===== config.mk =====
export PLATFORM = sky130hd
export DESIGN_NAME = sr_sie_scheduler_flat
export DESIGN_NICKNAME = d
export VERILOG_FILES = /design/src/rtl/sr_sie_scheduler_pkg.sv /design/src/rtl/sr_sie_scheduler_if.sv /design/src/rtl/sr_sie_scheduler_envelope_ramp.sv /design/src/rtl/sr_sie_scheduler.sv /design/src/flat_wrapper.sv
export SDC_FILE = /design/constraint.sdc
export NUM_CORES = 1
export LEC_CHECK = 0
export CAP_MARGIN = 20
export CORE_MARGIN = 10
export CORE_UTILIZATION = 57
export CTS_CLUSTER_SIZE = 30
export DETAILED_ROUTE_END_ITERATION = 6
export GPL_TIMING_DRIVEN = 0
export HOLD_SLACK_MARGIN = 0.02
export PLACE_DENSITY = 0.81
export SLEW_MARGIN = 15
export SYNTH_ARGS = -nofsm -noshare
export SYNTH_HDL_FRONTEND = slang
export SYNTH_SLANG_ARGS = --single-unit

===== constraint.sdc =====
create_clock -name clk -period 3.77 [get_ports clk]
set_input_delay 0.9425 -clock clk [delete_from_list [all_inputs] [get_ports clk]]
set_output_delay 0.9425 -clock clk [all_outputs]
set_load 0.02 [all_outputs]

===== src/rtl/sr_sie_scheduler_pkg.sv =====
// Shared SR package: FSM state codes and Q14 constants used by the SIE
// scheduler and the harmonic bank.
//   sie_state_e : scheduler state encoding (IDLE..REFRACT, 6/7 illegal)
//   Q14_ONE     : unity gain in Q14 (16384)
//   Q14_ZERO    : zero gain
package sr_sie_scheduler_pkg;

   typedef enum logic [2:0] {
      ST_IDLE    = 3'd0,
      ST_ARM     = 3'd1,
      ST_ONSET   = 3'd2,
      ST_PLATEAU = 3'd3,
      ST_DECAY   = 3'd4,
      ST_REFRACT = 3'd5
   } sie_state_e;

   localparam int Q14_ONE  = 16384;
   localparam int Q14_ZERO = 0;

endpackage


===== src/rtl/sr_sie_scheduler_if.sv =====
// Scheduler bus: harmonic-bank flags in, ignition envelope and event status out.
//   sie_per_harmonic : per-harmonic coherence-and-beta-quiet flags
//   beta_quiet       : beta below quiet threshold
//   envelope         : signed Q14 ignition gain, 0..16384
//   lead_mask        : one-hot leading harmonic during an event
//   state            : current scheduler state code
//   event_active     : high in ONSET, PLATEAU, DECAY
//   event_count      : completed events, saturating
// master = harmonic bank / consumer side, slave = scheduler.
interface sr_sie_scheduler_if #(
   parameter int WIDTH         = 18,
   parameter int NUM_HARMONICS = 5
);
   logic [NUM_HARMONICS-1:0] sie_per_harmonic;
   logic                     beta_quiet;
   logic signed [WIDTH-1:0]  envelope;
   logic [NUM_HARMONICS-1:0] lead_mask;
   logic [2:0]               state;
   logic                     event_active;
   logic [15:0]              event_count;

   modport master (
      output sie_per_harmonic, beta_quiet,
      input  envelope, lead_mask, state, event_active, event_count
   );

   modport slave (
      input  sie_per_harmonic, beta_quiet,
      output envelope, lead_mask, state, event_active, event_count
   );
endinterface


===== src/rtl/sr_sie_scheduler_envelope_ramp.sv =====
// sie_envelope_ramp: saturating up/down envelope ramp.
//   clk, rst_n : clock, asynchronous active-low reset
//   en         : tick strobe; level only moves on ticks
//   clr        : force level to zero (state recovery)
//   up, down   : ramp direction for this tick (up has priority)
//   step       : per-tick increment/decrement
//   level      : registered envelope, 0..TOP_LEVEL
//   hit_top    : this up-step reaches/saturates at TOP_LEVEL
//   hit_floor  : this down-step reaches/saturates at zero
module sie_envelope_ramp
   import sr_sie_scheduler_pkg::*;
#(
   parameter int WIDTH     = 18,
   parameter int TOP_LEVEL = Q14_ONE
) (
   input  logic             clk,
   input  logic             rst_n,
   input  logic             en,
   input  logic             clr,
   input  logic             up,
   input  logic             down,
   input  logic [WIDTH-1:0] step,
   output logic [WIDTH-1:0] level,
   output logic             hit_top,
   output logic             hit_floor
);

   localparam logic [WIDTH:0]   TOP_W   = (WIDTH+1)'(TOP_LEVEL);
   localparam logic [WIDTH-1:0] TOP_L   = WIDTH'(TOP_LEVEL);
   localparam logic [WIDTH-1:0] FLOOR_L = WIDTH'(Q14_ZERO);

   logic [WIDTH-1:0] level_r;
   logic [WIDTH-1:0] next_s;
   logic [WIDTH:0]   sum_s;
   logic [WIDTH:0]   diff_s;

   // One extra bit of headroom so neither the sum nor the difference can wrap.
   always_comb begin
      sum_s     = {1'b0, level_r} + {1'b0, step};
      diff_s    = {1'b0, level_r} - {1'b0, step};
      hit_top   = (sum_s >= TOP_W);
      hit_floor = diff_s[WIDTH] || (diff_s == {(WIDTH+1){1'b0}});
      next_s    = level_r;
      if (up) begin
         if (hit_top) begin
            next_s = TOP_L;
         end else begin
            next_s = sum_s[WIDTH-1:0];
         end
      end else if (down) begin
         if (hit_floor) begin
            next_s = FLOOR_L;
         end else begin
            next_s = diff_s[WIDTH-1:0];
         end
      end else begin
         next_s = level_r;
      end
   end

   // Envelope register: cleared on reset or recovery, updated on ticks.
   always_ff @(posedge clk or negedge rst_n) begin
      if (!rst_n) begin
         level_r <= FLOOR_L;
      end else if (clr) begin
         level_r <= FLOOR_L;
      end else if (en) begin
         level_r <= next_s;
      end else begin
         level_r <= level_r;
      end
   end

   assign level = level_r;

endmodule


===== src/rtl/sr_sie_scheduler.sv =====
// sr_sie_scheduler: SIE ignition event scheduler. Debounces the harmonic
// bank's qualify condition, arms on the leading harmonic, ramps an ignition
// envelope up, holds it, ramps it down and enforces a refractory period.
//   clk, rst_n : system clock, asynchronous active-low reset
//   clk_en     : 4 kHz sample strobe; everything advances only on ticks
//   bus        : scheduler bus (slave side), see sr_sie_scheduler_if
module sr_sie_scheduler
   import sr_sie_scheduler_pkg::*;
#(
   parameter int WIDTH         = 18,
   parameter int FRAC          = 14,
   parameter int NUM_HARMONICS = 5,
   parameter int DEBOUNCE      = 8,
   parameter int RAMP_STEP     = 512,
   parameter int PLATEAU_MAX   = 4000,
   parameter int DROPOUT       = 16,
   parameter int REFRACT       = 2000
) (
   input  logic             clk,
   input  logic             rst_n,
   input  logic             clk_en,
   sr_sie_scheduler_if.slave bus
);

   // Unity gain comes from the package for the Q14 build.
   localparam int               CEIL_Q  = (FRAC == 14) ? Q14_ONE : int'(32'd1 << FRAC);
   localparam logic [WIDTH-1:0] STEP_C  = WIDTH'(RAMP_STEP);
   localparam logic [15:0]      DEB_C   = 16'(DEBOUNCE);
   localparam logic [15:0]      PMAX_C  = 16'(PLATEAU_MAX);
   localparam logic [15:0]      DROP_C  = 16'(DROPOUT);
   localparam logic [15:0]      REF_C   = 16'(REFRACT);
   localparam logic [NUM_HARMONICS-1:0] NO_LEAD = {NUM_HARMONICS{1'b0}};

   sie_state_e               state_r;
   logic [15:0]              cnt_r;
   logic [15:0]              drop_r;
   logic [15:0]              evcnt_r;
   logic [NUM_HARMONICS-1:0] lead_r;
   logic                     active_r;

   logic [NUM_HARMONICS-1:0] sie_s;
   logic                     beta_s;
   logic                     qualify_s;
   logic                     illegal_s;
   logic                     up_s;
   logic                     down_s;
   logic                     hit_top_s;
   logic                     hit_floor_s;
   logic [WIDTH-1:0]         level_s;

   // Isolate the lowest set bit: v & (-v).
   function automatic logic [NUM_HARMONICS-1:0] lowest_one(input logic [NUM_HARMONICS-1:0] v);
      return v & (~v + {{(NUM_HARMONICS-1){1'b0}}, 1'b1});
   endfunction

   // Qualify decode, illegal-code detect and ramp direction.
   always_comb begin
      sie_s     = bus.sie_per_harmonic;
      beta_s    = bus.beta_quiet;
      qualify_s = (|sie_s) && beta_s;
      illegal_s = (state_r > ST_REFRACT);
      up_s      = 1'b0;
      down_s    = 1'b0;
      if (state_r == ST_ONSET) begin
         // a beta-loss tick leaves ONSET without stepping the envelope
         up_s = beta_s;
      end else if (state_r == ST_DECAY) begin
         down_s = 1'b1;
      end else begin
         up_s   = 1'b0;
         down_s = 1'b0;
      end
   end

   sie_envelope_ramp #(
      .WIDTH     (WIDTH),
      .TOP_LEVEL (CEIL_Q)
   ) u_ramp (
      .clk       (clk),
      .rst_n     (rst_n),
      .en        (clk_en),
      .clr       (illegal_s),
      .up        (up_s),
      .down      (down_s),
      .step      (STEP_C),
      .level     (level_s),
      .hit_top   (hit_top_s),
      .hit_floor (hit_floor_s)
   );

   // Scheduler FSM with its counters and registered status outputs.
   // cnt_r is shared: debounce run in IDLE, plateau length, refractory length.
   always_ff @(posedge clk or negedge rst_n) begin
      if (!rst_n) begin
         state_r  <= ST_IDLE;
         cnt_r    <= 16'd0;
         drop_r   <= 16'd0;
         evcnt_r  <= 16'd0;
         lead_r   <= NO_LEAD;
         active_r <= 1'b0;
      end else if (illegal_s) begin
         // codes 6/7 recover on the next clk, tick or not
         state_r  <= ST_IDLE;
         cnt_r    <= 16'd0;
         drop_r   <= 16'd0;
         lead_r   <= NO_LEAD;
         active_r <= 1'b0;
      end else if (clk_en) begin
         case (state_r)
            ST_IDLE: begin
               if (!qualify_s) begin
                  cnt_r <= 16'd0;
               end else if ((cnt_r + 16'd1) == DEB_C) begin
                  state_r <= ST_ARM;
                  cnt_r   <= 16'd0;
                  lead_r  <= lowest_one(sie_s);
               end else begin
                  cnt_r <= cnt_r + 16'd1;
               end
            end
            ST_ARM: begin
               if (qualify_s) begin
                  state_r  <= ST_ONSET;
                  active_r <= 1'b1;
               end else begin
                  state_r <= ST_IDLE;
                  lead_r  <= NO_LEAD;
               end
            end
            ST_ONSET: begin
               if (!beta_s) begin
                  state_r <= ST_DECAY;
               end else if (hit_top_s) begin
                  state_r <= ST_PLATEAU;
                  cnt_r   <= 16'd0;
                  drop_r  <= 16'd0;
               end else begin
                  state_r <= ST_ONSET;
               end
            end
            ST_PLATEAU: begin
               cnt_r <= cnt_r + 16'd1;
               if (qualify_s) begin
                  drop_r <= 16'd0;
               end else begin
                  drop_r <= drop_r + 16'd1;
               end
               if (!beta_s || ((cnt_r + 16'd1) == PMAX_C) ||
                   (!qualify_s && ((drop_r + 16'd1) == DROP_C))) begin
                  state_r <= ST_DECAY;
               end else begin
                  state_r <= ST_PLATEAU;
               end
            end
            ST_DECAY: begin
               // inputs are irrelevant here: reaching zero always goes to REFRACT
               if (hit_floor_s) begin
                  state_r  <= ST_REFRACT;
                  cnt_r    <= 16'd0;
                  lead_r   <= NO_LEAD;
                  active_r <= 1'b0;
                  if (evcnt_r != 16'hFFFF) begin
                     evcnt_r <= evcnt_r + 16'd1;
                  end else begin
                     evcnt_r <= evcnt_r;
                  end
               end else begin
                  state_r <= ST_DECAY;
               end
            end
            ST_REFRACT: begin
               if ((cnt_r + 16'd1) == REF_C) begin
                  state_r <= ST_IDLE;
                  cnt_r   <= 16'd0;
               end else begin
                  cnt_r <= cnt_r + 16'd1;
               end
            end
            default: begin
               state_r  <= ST_IDLE;
               cnt_r    <= 16'd0;
               drop_r   <= 16'd0;
               lead_r   <= NO_LEAD;
               active_r <= 1'b0;
            end
         endcase
      end
   end

   assign bus.envelope     = level_s;
   assign bus.lead_mask    = lead_r;
   assign bus.state        = state_r;
   assign bus.event_active = active_r;
   assign bus.event_count  = evcnt_r;

endmodule


===== src/flat_wrapper.sv =====
// flat-port wrapper written by rule: the top's interface ports become plain ports
module sr_sie_scheduler_flat import sr_sie_scheduler_pkg::*;
#(
   parameter int WIDTH         = 18,
   parameter int FRAC          = 14,
   parameter int NUM_HARMONICS = 5,
   parameter int DEBOUNCE      = 8,
   parameter int RAMP_STEP     = 512,
   parameter int PLATEAU_MAX   = 4000,
   parameter int DROPOUT       = 16,
   parameter int REFRACT       = 2000
)
  (clk, rst_n, clk_en, bus_sie_per_harmonic, bus_beta_quiet, bus_envelope, bus_lead_mask, bus_state, bus_event_active, bus_event_count);
  sr_sie_scheduler_if #(.WIDTH(WIDTH), .NUM_HARMONICS(NUM_HARMONICS)) bus_i ();
  input  logic clk;
  input  logic rst_n;
  input  logic clk_en;
  input wire logic [$bits(bus_i.sie_per_harmonic)-1:0] bus_sie_per_harmonic;
  input wire logic [$bits(bus_i.beta_quiet)-1:0] bus_beta_quiet;
  output wire logic [$bits(bus_i.envelope)-1:0] bus_envelope;
  output wire logic [$bits(bus_i.lead_mask)-1:0] bus_lead_mask;
  output wire logic [$bits(bus_i.state)-1:0] bus_state;
  output wire logic [$bits(bus_i.event_active)-1:0] bus_event_active;
  output wire logic [$bits(bus_i.event_count)-1:0] bus_event_count;
  assign bus_i.sie_per_harmonic = bus_sie_per_harmonic;
  assign bus_i.beta_quiet = bus_beta_quiet;
  assign bus_envelope = bus_i.envelope;
  assign bus_lead_mask = bus_i.lead_mask;
  assign bus_state = bus_i.state;
  assign bus_event_active = bus_i.event_active;
  assign bus_event_count = bus_i.event_count;
  sr_sie_scheduler #(.WIDTH(WIDTH), .FRAC(FRAC), .NUM_HARMONICS(NUM_HARMONICS), .DEBOUNCE(DEBOUNCE), .RAMP_STEP(RAMP_STEP), .PLATEAU_MAX(PLATEAU_MAX), .DROPOUT(DROPOUT), .REFRACT(REFRACT)) u_core (.clk(clk), .rst_n(rst_n), .clk_en(clk_en), .bus(bus_i));
endmodule

# Word level (Yosys, flattened, before mapping)
# Index checks and enable logic that the tools add are counted.
# W data, S select, Z words.
# word_totals
inputBits	9
elab_cells	107
regBits	75
# op_classes
muxes	45
reduce_logical	22
n_addsub	6
bitwise	3
n_eq_ne	22
order_cmp	2
# op_table
op	n
$mux W16	11
$mux W18	6
$pmux W16 S6	1
$add A16 B1 Y16 const B	3
$pmux W16 S3	1
$mux W5	6
$mux W3	7
$pmux W5 S4	1
$add A18 B10 Y19 const B	1
$ge A19 B15 Y1 const B	1
$logic_not A19 Y1	1
$sub A18 B10 Y19 const B	1
$ne A3 B1 Y1 const B	6
$pmux W3 S6	1
$eq A16 B11 Y1 const B	1
$eq A16 B12 Y1 const B	1
$eq A16 B4 Y1 const B	1
$eq A16 B5 Y1 const B	1
$ne A16 B16 Y1 const B	1
$reduce_and A4 Y1	3
$reduce_and A5 Y1	2
$mux W1	9
$ne A2 B1 Y1 const B	4
$reduce_or A4 Y1	2
22 further kinds	28

# Logic depth before layout (Yosys ltp)
# logic_depth
word_depth	9
ltp_mapped	13
mapped_depth_nobuf	9

# Cells and area by module
# From an unflattened synthesis, not the netlist that was laid out.
# unflattened
hier_cells	858
area_unflattened_um2	6795.3
# by_module_without_submodules
module	instances	seq_area_each_um2	cells_each	area_per_inst_um2
sr_sie_scheduler	1	1426.4	449	3743.6
sie_envelope_ramp	1	450.4	409	3051.7

# Worst setup path after synthesis
# OpenSTA, ideal clock, no wires.
# synth_timing
path_kind	register to register
from	reg u_core.u_ramp.level_r[9] (netlist: u_core.u_ramp.level[9])
to	reg u_core.cnt_r[15]
path_slack_ps	983
period_less_slack_ps	2787
arrival_time_ps	2665
required_ps	3648
setup_time_ps	122
path_stages_with_launch	14
cell_sequence	dfrtp_1 clkbuf_1 inv_1 ha_1 xor2_1 o32ai_1 a21oi_1 o21ba_2 buf_2 or2_4 buf_6 nor3_4 buf_6 nor3_1
# synth_between
elab_chain_len	5
# synth_rtl
element	line	rtl
from (decl)	sr_sie_scheduler_envelope_ramp.sv:32	logic [WIDTH-1:0] level_r;
from (signal assigned)	sr_sie_scheduler_envelope_ramp.sv:68	level_r <= next_s;
from (signal assigned)	sr_sie_scheduler_envelope_ramp.sv:70	level_r <= level_r;
branches (longest 4 deep; another with $add A18 B10 Y19)	--	
$reduce_and A5 Y1 (no line) (*)	--	
to (signal assigned)	sr_sie_scheduler.sv:118	cnt_r <= cnt_r + 16'd1;
to (signal assigned)	sr_sie_scheduler.sv:142	cnt_r <= cnt_r + 16'd1;
to (signal assigned)	sr_sie_scheduler.sv:176	cnt_r <= cnt_r + 16'd1;
to (decl)	sr_sie_scheduler.sv:35	logic [15:0] cnt_r;
# Every way passes the cells marked *.
# A chain may end at the register's enable or synchronous reset.

# Final worst setup path
# layout_timing
from	in bus_sie_per_harmonic[0]
to	reg u_core.drop_r[9]
# layout_between
elab_chain_len	6
# layout_rtl
element	line	rtl
from (decl)	flat_wrapper.sv:18	input wire logic [$bits(bus_i.sie_per_harmonic)-1:0] bus_sie_per_harmonic;
$reduce_or A5 Y1	sr_sie_scheduler.sv:60	qualify_s = (|sie_s) && beta_s;
$logic_and A1 B1 Y1	sr_sie_scheduler.sv:60	
$mux W16	sr_sie_scheduler.sv:143	if (qualify_s) begin
$pmux W16 S3	sr_sie_scheduler.sv:109	case (state_r)
$mux W16	sr_sie_scheduler.sv:108	end else if (clk_en) begin
$mux W16	sr_sie_scheduler.sv:101	end else if (illegal_s) begin
to (signal assigned)	sr_sie_scheduler.sv:146	drop_r <= drop_r + 16'd1;
to (decl)	sr_sie_scheduler.sv:36	logic [15:0] drop_r;
# Every way passes these cells. The select of a mux whose other input is x is not followed.

==> impl_results.md <==
- Highest clock rate: 290 MHz
- Reg2reg end: u_core.cnt_r[15]
- Total standard cell area after synthesis: 4460 um^2
- Synth top area share: 37.0%
- Worst setup path endpoint: u_core.drop_r[9]
- Count of non-filler cells in the finished layout: 706
- Cell row count: 32
- Clock insertion delay at the later pin of the skew report: 350 ps
- Initial Util: 58.3%
- Count of final setup violators: 0
- Nets: 613
- DR DRC count: 0
- Inserted Clock Buffers: 9
- Count of buffer and inverter cells on the critical path: 3
- Vias in the first global route: 4,089
- Seq/Total Area, Yosys: 37.0%
- Stages on the worst setup path: 8
- Number of nets still failing antenna checks after routing: 0
- Final Cell Area: 5280 um^2
- Run status: completed
- CTS hold repair buffers: 0
- Final core utilization: 69.1%
- Synth cell types: 72
- DPL Wire Length: 8220 um
- Arrival time at the worst endpoint: 3700 ps
- Worst-case hold slack: 476 ps
- Critical path startpoint: bus_sie_per_harmonic[0]
- Area contributors post-synth: sky130_fd_sc_hd__dfrtp_1, sky130_fd_sc_hd__o21ai_0, sky130_fd_sc_hd__nand2_1
- Cell breakdown of the critical path: clkdlybuf4s50_1 -> or4_1 -> o21ai_2 -> and3_1 -> clkbuf_1 -> nand2_1 -> clkbuf_1 -> o31ai_1
- Kind of end point of the critical path: flop
- Number of vias after detailed routing: 4,356
- Number of buffers inserted by post-CTS setup repair: 0
- Avg Vias per Cell: 6.17
- Critical Path Start Type: input pin
- Number of synthesized register bits: 66
- Final hold viol count: 0
- Number of fillers in the final layout: 615
- Worst hold-check path type: input pin to async pin
- Share of layout cells above drive strength 1: 9.27%
- Average wire per cell in the routed design: 16.7 um
- Slowest Stage Delay on Critical Path: 580 ps
- Primary flip-flop cell chosen by synthesis mapping: sky130_fd_sc_hd__dfrtp_1
- Ports: 52
- Yosys synthesis warning count: 0
- Placement-stage worst setup slack: -148 ps
- Chip Width: 108 um
- Final-layout setup total negative slack: 0 ps
- Final worst clock skew: 9.02 ps
- Iteration count of the initial detailed-routing pass: 5
- Worst path required time: 4020 ps
- Total Routing Usage GR: 20.1%
- Total Routed Length: 11,800 um
- Relative area change from synthesis to final layout: 18.5%
- Number of violations reported at the end of detailed-routing iteration 0: 331
- Slowest stage cell on the critical path: sky130_fd_sc_hd__or4_1
- Crit path time final: 3450 ps
- Setup slack of the most critical reg-to-reg path: 680 ps
- Final count of pins violating max slew: 0
- Avg Synthesized Cell Area: 8.30 um^2
- Clk buf depth: 2
- Placed cell count: 690
- First-pass GRT wire length: 19,600 um
- Beginning of the worst register-to-register path: u_core.u_ramp.level[9]
- Overflow after GRT: 0
- Type of the worst setup path: input pin to flop
- Placeable core region: 7650 um^2
- Cell area power density: 497 nW/um^2
- Inserted Diodes: 0
- PostCTS Resize Cnt: 0
- Top cell type by total area after synthesis: sky130_fd_sc_hd__dfrtp_1
- Largest net degree at the start of global routing: 44
- Max Cap Viol: 0
- Worst relative slew slack: 55.0%
- Final Cycle Share: 91.6%
- Worst supply voltage drop on vdd: 0.284 mV
- R2R cell count: 13
- Cells after Synth: 537
- Asr flop ratio synth: 100%
- Least setup slack across all paths after layout: 317 ps
- CTS Root Buffer Type: sky130_fd_sc_hd__clkbuf_8
- Post-placement cell area: 5050 um^2
- Clock tree from TritonCTS: done
- Antenna violations before repair: 0
- Total power consumption of the routed design: 2.63 mW
- Die height: 108 um
- Port buffer count: 42
- RSZ-0062 raised after global routing: no
- Most common cell on crit path: sky130_fd_sc_hd__clkbuf_1
- Family with the most delay on the worst path: buffers and inverters
- Register clock-pin slew on the reported worst setup and hold paths: 80 ps
- Floorplan die area: 11,800 um^2
- Leakage power: 2.14 nW
- Count of clock tree sinks: 66
- Routability cong.: 0.907
- Worst Path Max Fanout: 10
- Slew of the pin with the lowest slew margin: 671 ps
- EDFF count, synth: 0
- Number of H-tree branching levels: 3
worst min path at each step:
stage                         to  slack [ps]  cells after the start         startpoint
2_1_floorplan  u_core.drop_r[15]         440                      1  u_core.drop_r[15]
3_3_place_gp   u_core.drop_r[15]         470                      1  u_core.drop_r[15]
3_5_place_dp   u_core.drop_r[15]         480                      1  u_core.drop_r[15]
4_1_cts          u_core.cnt_r[7]         480                      1              rst_n
5_1_grt          u_core.cnt_r[7]         510                      1              rst_n
6_report         u_core.cnt_r[7]         480                      1              rst_n
sequential cells by signal, summed over array words and instances, names as in the netlist:
signal                   count
u_core.bus.event_active      1
u_core.bus.event_count      16
u_core.bus.lead_mask         5
u_core.bus.state             3
u_core.cnt_r                16
u_core.drop_r               16
u_core.u_ramp.level          9
synth_stat cells (all sizes together) (3+ instances only):
cell type / number
o21ai: 49
a31oi: 7
or4: 5
or2: 3
inv: 12
mux2i: 5
nor3: 22
a211oi: 3
o41ai: 3
o211ai: 5
nand2b: 5
o31ai: 13
nor2b: 3
buf: 19
clkbuf: 21
and4: 4
mux2: 3
and3: 10
o22ai: 3
nor4b: 3
nand4: 17
nand2: 53
or3: 6
xnor2: 22
dfrtp: 66
nor4: 14
nand3: 28
nor2: 53
a21oi: 21
ha: 5
xor2: 8
nor3b: 3
and2: 11
worst reg2reg max path, delay by kind of cell, from the launching register on:
family | cells | cell delay (ps)
and+or+nand+nor | 3 | 560
buffers and inverters | 5 | 990
adders and majority gates | 1 | 300
DFF | 1 | 390
xor gates and xnor gates | 1 | 190
AOI/OAI and AO/OA | 3 | 580
where the power goes:
group	total (mW)	leakage (nW)	switching [mW]	internal [mW]
Clock	0.690	0.109	0.298	0.392
Sequential	0.896	0.900	0.113	0.783
Combinational	1.04	1.13	0.622	0.420
per-layer routing:
layer | share of wire [%] | vias up | track usage, %
li1 | - | 2074 | -
met1 | 44 | 2052 | 26.5
met2 | 46 | 212 | 31.3
met3 | 8.6 | 18 | 4.82
met4 | 1.5 | 0 | 7.53
met5 | 0 | - | 0
layout make-up:
cell class                      count  area, um^2  share of cell area [%]
Buffer                             40         218                    4.12
Clock buffer                       10         138                    2.60
Clock inverter                      6        88.8                    1.68
Inverter                           12        45.0                   0.852
Multi-Input combinational cell    427        2580                    48.8
Sequential cell                    66        1650                    31.3
Tap cell                          102         128                    2.42
Timing Repair Buffer               43         438                    8.29
placed cells by master (no fill, tap or decap), drive strengths merged, types with 21 or more instances in the layout:
cell type | synthesis | layout
nor3 | 22 | 22
nand3 | 28 | 28
nor2 | 53 | 53
o21ai | 49 | 49
buf | 19 | 21
dfrtp | 66 | 66
clkdlybuf4s50 | 0 | 41
a21oi | 21 | 21
xnor2 | 22 | 22
nand2 | 53 | 53
clkbuf | 21 | 31
logic make-up (layout without fill, tap and decap cells):
group	Yosys count	count (layout)	synth area share, %
compound gates	129	129	18.6
xor+xnor	30	30	5.89
fa+ha+maj	5	5	1.40
buf+inv	52	111	5.89
flops	66	66	37.0
mux	8	8	1.88
other cells	1	9	0.0841
simple gates	246	246	29.2
Note: power is estimated with default switching activity, not from simulation.
